File: src/rtl/partial_sum_accumulator.sv
// partial_sum_accumulator: folds CHUNKS signed partial sums into one element
// and packs OUT_LEN elements into a result vector handed off by valid/ready.
// Ports:
//   clk, rst             clock, synchronous active-high reset
//   in_valid/in_ready    partial-sum handshake; in_sum is signed, element-major
//   out_valid/out_ready  result-vector handshake; out_vec_flat element k at [k*ACC_BW +: ACC_BW]
//   busy                 high while any element is partially or fully accumulated
module partial_sum_accumulator #(
    parameter int PARTIAL_SUM_BW = 20,
    parameter int ACC_BW         = 24,
    parameter int CHUNKS         = 4,
    parameter int OUT_LEN        = 32
) (
    input  logic                             clk,
    input  logic                             rst,
    input  logic                             in_valid,
    output logic                             in_ready,
    input  logic signed [PARTIAL_SUM_BW-1:0] in_sum,
    output logic                             out_valid,
    input  logic                             out_ready,
    output logic [ACC_BW*OUT_LEN-1:0]        out_vec_flat,
    output logic                             busy
);

    localparam int CW = (CHUNKS > 1) ? $clog2(CHUNKS) : 1;
    localparam int EW = (OUT_LEN > 1) ? $clog2(OUT_LEN) : 1;
    localparam logic [CW-1:0] LAST_CHUNK = CW'(CHUNKS - 1);
    localparam logic [EW-1:0] LAST_ELEM  = EW'(OUT_LEN - 1);

    typedef enum logic {
        S_COLLECT,
        S_HOLD
    } state_t;

    state_t r_state;
    state_t w_state_nxt;

    logic [CW-1:0]            r_chunk;
    logic [EW-1:0]            r_elem;
    logic signed [ACC_BW-1:0] r_acc;
    logic [ACC_BW-1:0]        r_elems [OUT_LEN];

    logic                     w_fire;
    logic                     w_last_chunk;
    logic                     w_last_elem;
    logic signed [ACC_BW-1:0] w_ext;
    logic signed [ACC_BW-1:0] w_sum;

    // Derived from the state directly so the handshake does not loop
    // back through the FSM output logic.
    assign w_fire       = in_valid && (r_state == S_COLLECT);
    assign w_last_chunk = (r_chunk == LAST_CHUNK);
    assign w_last_elem  = (r_elem == LAST_ELEM);

    // Signed size cast sign-extends the partial sum.
    assign w_ext = ACC_BW'(in_sum);

    // First chunk of an element discards whatever the accumulator held.
    assign w_sum = (r_chunk == '0) ? w_ext : r_acc + w_ext;

    always_comb begin
        w_state_nxt = r_state;
        in_ready    = 1'b0;
        out_valid   = 1'b0;
        unique case (r_state)
            S_COLLECT: begin
                in_ready = 1'b1;
                if (w_fire && w_last_chunk && w_last_elem) begin
                    w_state_nxt = S_HOLD;
                end
            end
            S_HOLD: begin
                out_valid = 1'b1;
                if (out_ready) begin
                    w_state_nxt = S_COLLECT;
                end
            end
            default: begin
                w_state_nxt = S_COLLECT;
            end
        endcase
    end

    always_ff @(posedge clk) begin
        if (rst) begin
            r_state <= S_COLLECT;
            r_chunk <= '0;
            r_elem  <= '0;
            r_acc   <= '0;
        end else begin
            r_state <= w_state_nxt;
            if (w_fire) begin
                r_acc <= w_sum;
                if (w_last_chunk) begin
                    r_chunk <= '0;
                    r_elem  <= w_last_elem ? '0 : r_elem + EW'(1);
                end else begin
                    r_chunk <= r_chunk + CW'(1);
                end
            end
        end
    end

    // Elements not rewritten keep the previous vector's value.
    always_ff @(posedge clk) begin
        if (rst) begin
            for (int k = 0; k < OUT_LEN; k++) begin
                r_elems[k] <= '0;
            end
        end else if (w_fire && w_last_chunk) begin
            r_elems[r_elem] <= w_sum;
        end
    end

    for (genvar g = 0; g < OUT_LEN; g++) begin : g_flat
        assign out_vec_flat[g*ACC_BW +: ACC_BW] = r_elems[g];
    end

    assign busy = (r_chunk != '0) || (r_elem != '0) || out_valid;

endmodule
File: config.mk
export PLATFORM = sky130hd
export DESIGN_NAME = partial_sum_accumulator
export DESIGN_NICKNAME = d
export VERILOG_FILES = /design/src/rtl/partial_sum_accumulator.sv
export SDC_FILE = /design/constraint.sdc
export NUM_CORES = 1
export LEC_CHECK = 0
export ABC_AREA = 0
export CORE_ASPECT_RATIO = 0.8
export CORE_UTILIZATION = 25
export DETAILED_ROUTE_END_ITERATION = 6
export GPL_TIMING_DRIVEN = 0
export PLACE_DENSITY = 0.44
export SLEW_MARGIN = 20
export SYNTH_ARGS = -nofsm -noshare
export SYNTH_HDL_FRONTEND = slang
export SYNTH_SLANG_ARGS = --single-unit
File: constraint.sdc
create_clock -name clk -period 3.8 [get_ports clk]
set_input_delay 0.76 -clock clk [delete_from_list [all_inputs] [get_ports clk]]
set_output_delay 0.76 -clock clk [all_outputs]
set_load 0.02 [all_outputs]
==> summary.txt <==
Run status
  – Status: completed

STA
  – Worst-margin pin slew: about 1.1 ns
  – Setup TNS Final: 0 ns
  – RSZ-0062 raised after global routing: yes
  – Worst Slack Setup Final: 0.0906 ns
  – Max Slew Vio Count: 0
  – Rel. slew slack: between 20% and 30%
  – Final Hold Vio Count: 0
  – Clock skew: around 0.023 ns
  – Final period utilization: a little over nine tenths
  – Achievable frequency: between 200 and 300 MHz
  – Tmin final: 3.71 ns
  – Final setup vio count: 0

CTS
  – H-tree levels: 3
  – CTS clk-pin slew, worst paths: about 0.060 ns
  – Max Root-Sink Buffers: 3
  – CTS Hold Bufs: 0
  – Clk_lat worst skew: a little under 0.7 ns
  – CTS tree: built
  – CTS Buf Count: 90
  – Clk root buf: clkbuf_16
  – Clock sinks: 800

Worst setup path
  – WS Path Type: input pin to flip-flop
  – CP max stage delay: approximately 0.51 ns
  – Cell Chain, Critical Path: clkdlybuf4s50_1 > ha_1 > inv_1 > fa_1 > nor2b_1 > o31a_1 > o211ai_1 > a21oi_2 > o21ai_0 > a22oi_1 > buf_4 > clkbuf_2 > nor2_1
  – CP required: roughly 4.2 ns
  – CP max FO: 13
  – Crit end category: flip-flop
  – Worst path slowest cell: clkdlybuf4s50_1
  – Crit path DAT: 4.12 ns
  – Startpoint Class: input pin

Final layout
  – Layout cell share with drive strength beyond 1: under 10%
  – Design area: approximately 0.043 mm2
  – Area growth syn-to-layout: 44.9%
  – Final Instance Count excl. Fillers: ~4600
  – Filler Cells Inserted: 11280
  – Area occupied by multi-input gates: approximately 0.0056 mm2
  – Layout Nets: 3091
  – Register area: between 0.02 and 0.025 mm2

Drt
  – Vias per cell: 4.48
  – Routed wire length: approximately 120000 um
  – Drt initial violations: roughly 1800
  – WL/cell: ~27 um
  – 1st-pass router iterations: 5
  – Residual DRC count: 0
  – Vias: ~21000
  – Detail Route Antenna Nets: 0

Logic synthesis
  – Number of synthesized flops with an enable pin: approximately 770
  – Fraction of registers with async set/reset: 0%
  – Post-synth top cells: 798 x nor2_1, 768 x edfxtp_1, 150 x clkbuf_1
  – Post-synthesis register bit count: 800
  – Ys flop type: edfxtp_1
  – Post-Syn Area per Cell: 13.9 um2
  – Synth area leader: edfxtp_1
  – Post-synthesis net count: 2197
  – Most numerous cell in the Yosys netlist: nor2_1
  – Top-area cell type share of the netlist area: between 70 and 80%
  – Yosys warning count: 0
  – Cells after Synth: between 2000 and 2500
  – Cell area after synthesis: between 0.02 and 0.03 mm2
  – Post-synthesis cell type count: 50
  – Sequential share of the synthesized area: about 80%
  – Top cells by area, synth: edfxtp_1 78%, nor2_1 10%, dfxtp_1 2.2%

Flow run
  – Max-cap violations: 0

Pwr
  – Worst VDD drop: around 0.00035 V
  – Static Leak: between 10 and 15 nW
  – P per Cell Area: 514 mW/mm2
  – Tot Pwr: between 20 and 25 mW

Floorplanning
  – Starting density of the core: 25.3%
  – Chip width: 388 um
  – Num ports: around 800
  – Die area: between 0.1 and 0.15 mm2
  – Die span in y: ~310 um
  – Core ar.: between 0.1 and 0.15 mm2
  – Row count: around 110

GRT
  – Aggregate global-route resource usage: 20.0%
  – Vias in the first global route: ~20000
  – Initial antenna violation count: 23
  – Largest net degree at the start of global routing: 25
  – Total gr overflow: 0
  – First-pass GRT wire length: around 170000 um

Placement
  – Post-DP HPWL: approximately 90000 um
  – Final Wtd Congestion: 0.832
  – Buffers on Ports: ~790
  – Dpl cells: ~4500
  – Area after DPL: a little under 0.04 mm2
  – Dpl ws: -1.61 ns

Min path
  – Hold crit path type: flip-flop to flip-flop
## cell families after synthesis
kind of cell / after synthesis / synth area share [%]
xor+xnor: 18 / 0.556
buf+inv: 190 / 2.57
compound gates: 134 / 2.75
fa+ha+maj: 31 / 1.33
mux: 8 / 0.269
simple gates: 961 / 12.8
flops: 800 / 79.7
## repair_timing
action / CTS / global route
resized for setup: 62 / 75
endpoints found under the setup margin: 1148 / 745
buffers inserted: 6 / 3
pin swaps: 0 / 2
hold endpoints to repair: 0 / 0
## worst max-delay path: cells and delay by family
kind	cells	cell delay [ns]
buf+inv	4	1.36
simple gates	2	0.32
fa+ha+maj	2	0.58
compound gates	5	1.04
## path summary, 6_finish.rpt
kind | to | slack, ns | startpoint | depth (start not counted)
setup reg to reg | r_elems[24][3]$_SDFFCE_PN0P_ | 0.29 | r_chunk[0]$_SDFFE_PP0P_ | 8
hold reg to reg | r_chunk[1]$_SDFFE_PP0P_ | 0.48 | r_chunk[1]$_SDFFE_PP0P_ | 2
hold / removal | r_chunk[1]$_SDFFE_PP0P_ | 0.48 | r_chunk[1]$_SDFFE_PP0P_ | 2
setup / recovery | r_elems[6][18]$_SDFFCE_PN0P_ | 0.09 | in_sum[0] | 13
## final cells by class
type | instances | share of cell area (%)
Sequential cell | 800 | 55.0
Timing Repair Buffer | 807 | 18.9
Multi-Input combinational cell | 1152 | 13.0
Clock buffer | 107 | 5.57
Tap cell | 1539 | 4.47
Buffer | 168 | 1.78
Clock inverter | 54 | 1.12
Inverter | 17 | 0.148
Antenna cell | 2 | 0.0116
## cell usage in the layout (no fill, tap or decap), types with 21 or more instances in the layout
| cell type | instances |
|---|---|
| clkbuf_2 | 29 |
| a21oi_1 | 48 |
| ha_1 | 29 |
| clkdlybuf4s50_1 | 792 |
| dfxtp_1 | 32 |
| nand2_1 | 53 |
| nor2_1 | 798 |
| clkbuf_1 | 118 |
| clkinv_1 | 21 |
| clkbuf_16 | 94 |
| edfxtp_1 | 768 |
## power breakdown
| group | leakage (nW) | switching [mW] | total [mW] | internal [mW] |
|---|---|---|---|---|
| Combinational | 5.76 | 2.21 | 3.23 | 1.02 |
| Sequential | 7.71 | 0.137 | 10.2 | 10.0 |
| Clock | 1.41 | 3.68 | 8.72 | 5.04 |
## per-stage QoR
step | utilization [%] | hold WS (ns)
detailed placement | 33.9 | 0.466
finish | 36.7 | 0.476
floorplan | - | 0.453
global placement | 33.8 | 0.470
global route | 36.7 | 0.501
CTS | 36.5 | 0.475
## sequential cells by signal, summed over array words and instances (netlist names)
register,cells
r_acc,24
r_chunk,2
r_elem,5
r_elems,768
r_state,1
## metal layers
layer	vias up	GRT usage (%)	share of wire, %
li1	9210	-	-
met3	159	7.00	9.1
met2	871	33.5	49
met1	10578	24.6	40
met5	-	0	0.095
met4	18	4.76	2.2
(Power assumes the default switching activity.)
==> RTL change, RTL diff (same settings) <==
Set the parameter `CHUNKS` to 2 (it was 4).
--- a/src/rtl/partial_sum_accumulator.sv
+++ b/src/rtl/partial_sum_accumulator.sv
@@ -8,7 +8,7 @@
 module partial_sum_accumulator #(
     parameter int PARTIAL_SUM_BW = 20,
     parameter int ACC_BW         = 24,
-    parameter int CHUNKS         = 4,
+    parameter int CHUNKS         = 2,
     parameter int OUT_LEN        = 32
 ) (
     input  logic                             clk,
Function: not settled (the Yosys comparison gave no result); the edit may change what the design does.
==> RTL change against the original RTL <==
- design area increased by 2.5%
- clock power increased by 2.8%
- fmax decreased by 2.2%
- routed wire length increased by 8.2%
- die area increased by 2.7%
- highest routed layer is now met4
- critical endpoint is now r_elems[14][17]
- count of clock-buffer cells in the layout increased by 3
- utilization decreased by 0.23 points
- combinational power increased by 2%
- worst setup slack got worse by 0.083 ns
- total power increased by 1.2%
- synthesized area increased by 2.7%
- sequential cell count decreased by 1
- clock skew increased by 0.0034 ns
- non-clock buffer count increased by 18
==> RTL change: results <==
export IMPL_maxUsedRoutingLayer="met4"
export IMPL_ir_worst_vdd_mv=0.3273
export IMPL_multi_input_gates=1173
export IMPL_skew_ns=0.02640
export IMPL_syn_avg_cell_area_um2=14.07
export IMPL_p_leak_uw=0.01505
export IMPL_arrival_ns=4.21
export IMPL_nFillCells=11780
export IMPL_p_switching_uw=6230
export IMPL_antenna_found_initial=10
export IMPL_status="finished clean"
export IMPL_drive_above_1_share_pct=10.99
export IMPL_reg2reg_depth=6
export IMPL_dp_hpwl_um=100000
export IMPL_use_met3_pct=5.028
export IMPL_grt_usage_pct=21.05
export IMPL_seq_share_pct=53.65
export IMPL_crit_fanout=10
export IMPL_multi_input_area_mm2=0.006309
export IMPL_pwr_share_seq_pct=45.3
export IMPL_place_inst=4603
export IMPL_grt_pass1_wl_um=178600
export IMPL_crit_path_end="r_elems[14][17]"
export IMPL_wire_per_inst_um=28.24
export IMPL_setup_worst_path_start="in_sum[4]"
export IMPL_drtIter0Drc=1757
export IMPL_vias_per_cell=4.612
export IMPL_buffers=993
export IMPL_grt_pass1_vias=21350
export IMPL_synth_commonest_cells="768 x edfxtp_1, 627 x nor2_1, 127 x clkbuf_1, 94 x nand2_1, 73 x nor3_1"
export IMPL_rr_startpoint="r_chunk"
export IMPL_min_period_over_period_pct=99.81
export IMPL_synthesis_nets=2224
export IMPL_wl_um=134500
export IMPL_reg2reg_to="r_elems[15][16]"
export IMPL_met1_usage_pct=27.39
export IMPL_worst_pin_slew_ns=1.110
export IMPL_m1WireLength_um=56490
export IMPL_grt_met2_usage_pct=34.91
export IMPL_clock_buffers=110
export IMPL_ys_types=73
export IMPL_yosysSeqAreaShare_pct=77.56
export IMPL_holdPathEnd="r_acc[4]"
export IMPL_cp_slowest_stage_delay_ns=0.61
export IMPL_hp_start="r_acc[4]"
export IMPL_finalWeightedCongestion=0.8388
export IMPL_n_antenna_cell=0
export IMPL_ys_ff_latch=799
export IMPL_place_worst_setup_slack_ns=-1.286
## RTL change: cell types whose count changed in the layout (fill, tap and decap cells not counted), sizes merged, moves of 7 or more
| cell | before | now |
|---|---|---|
| nor2 | 808 | 648 |
| nor3 | 12 | 74 |
| a21oi | 57 | 104 |
| buf | 38 | 78 |
| nor4 | 2 | 35 |
| clkbuf | 250 | 231 |
| clkinv | 40 | 29 |
| nand2 | 85 | 96 |
| o21ai | 24 | 32 |
| xnor2 | 14 | 7 |
## RTL change: kinds of logic (layout without fill, tap and decap cells)
logic type	count (synthesis)	count (layout)	synth area share, %
AND/OR/NAND/NOR	912	912	12.54
flip-flops	799	799	77.56
AO/OA/AOI/OAI	209	209	4.946
buffers and inverters	199	1167	3.008
adder cells (fa/ha/maj)	29	29	1.213
multiplexers	12	12	0.3975
XOR/XNOR	11	11	0.3401
## RTL change: timing repair
action	CTS	global route
buffers inserted	0	2
pin swaps	0	2
endpoints found under the setup margin	816	501
gates cloned	0	0
resized for setup	28	34
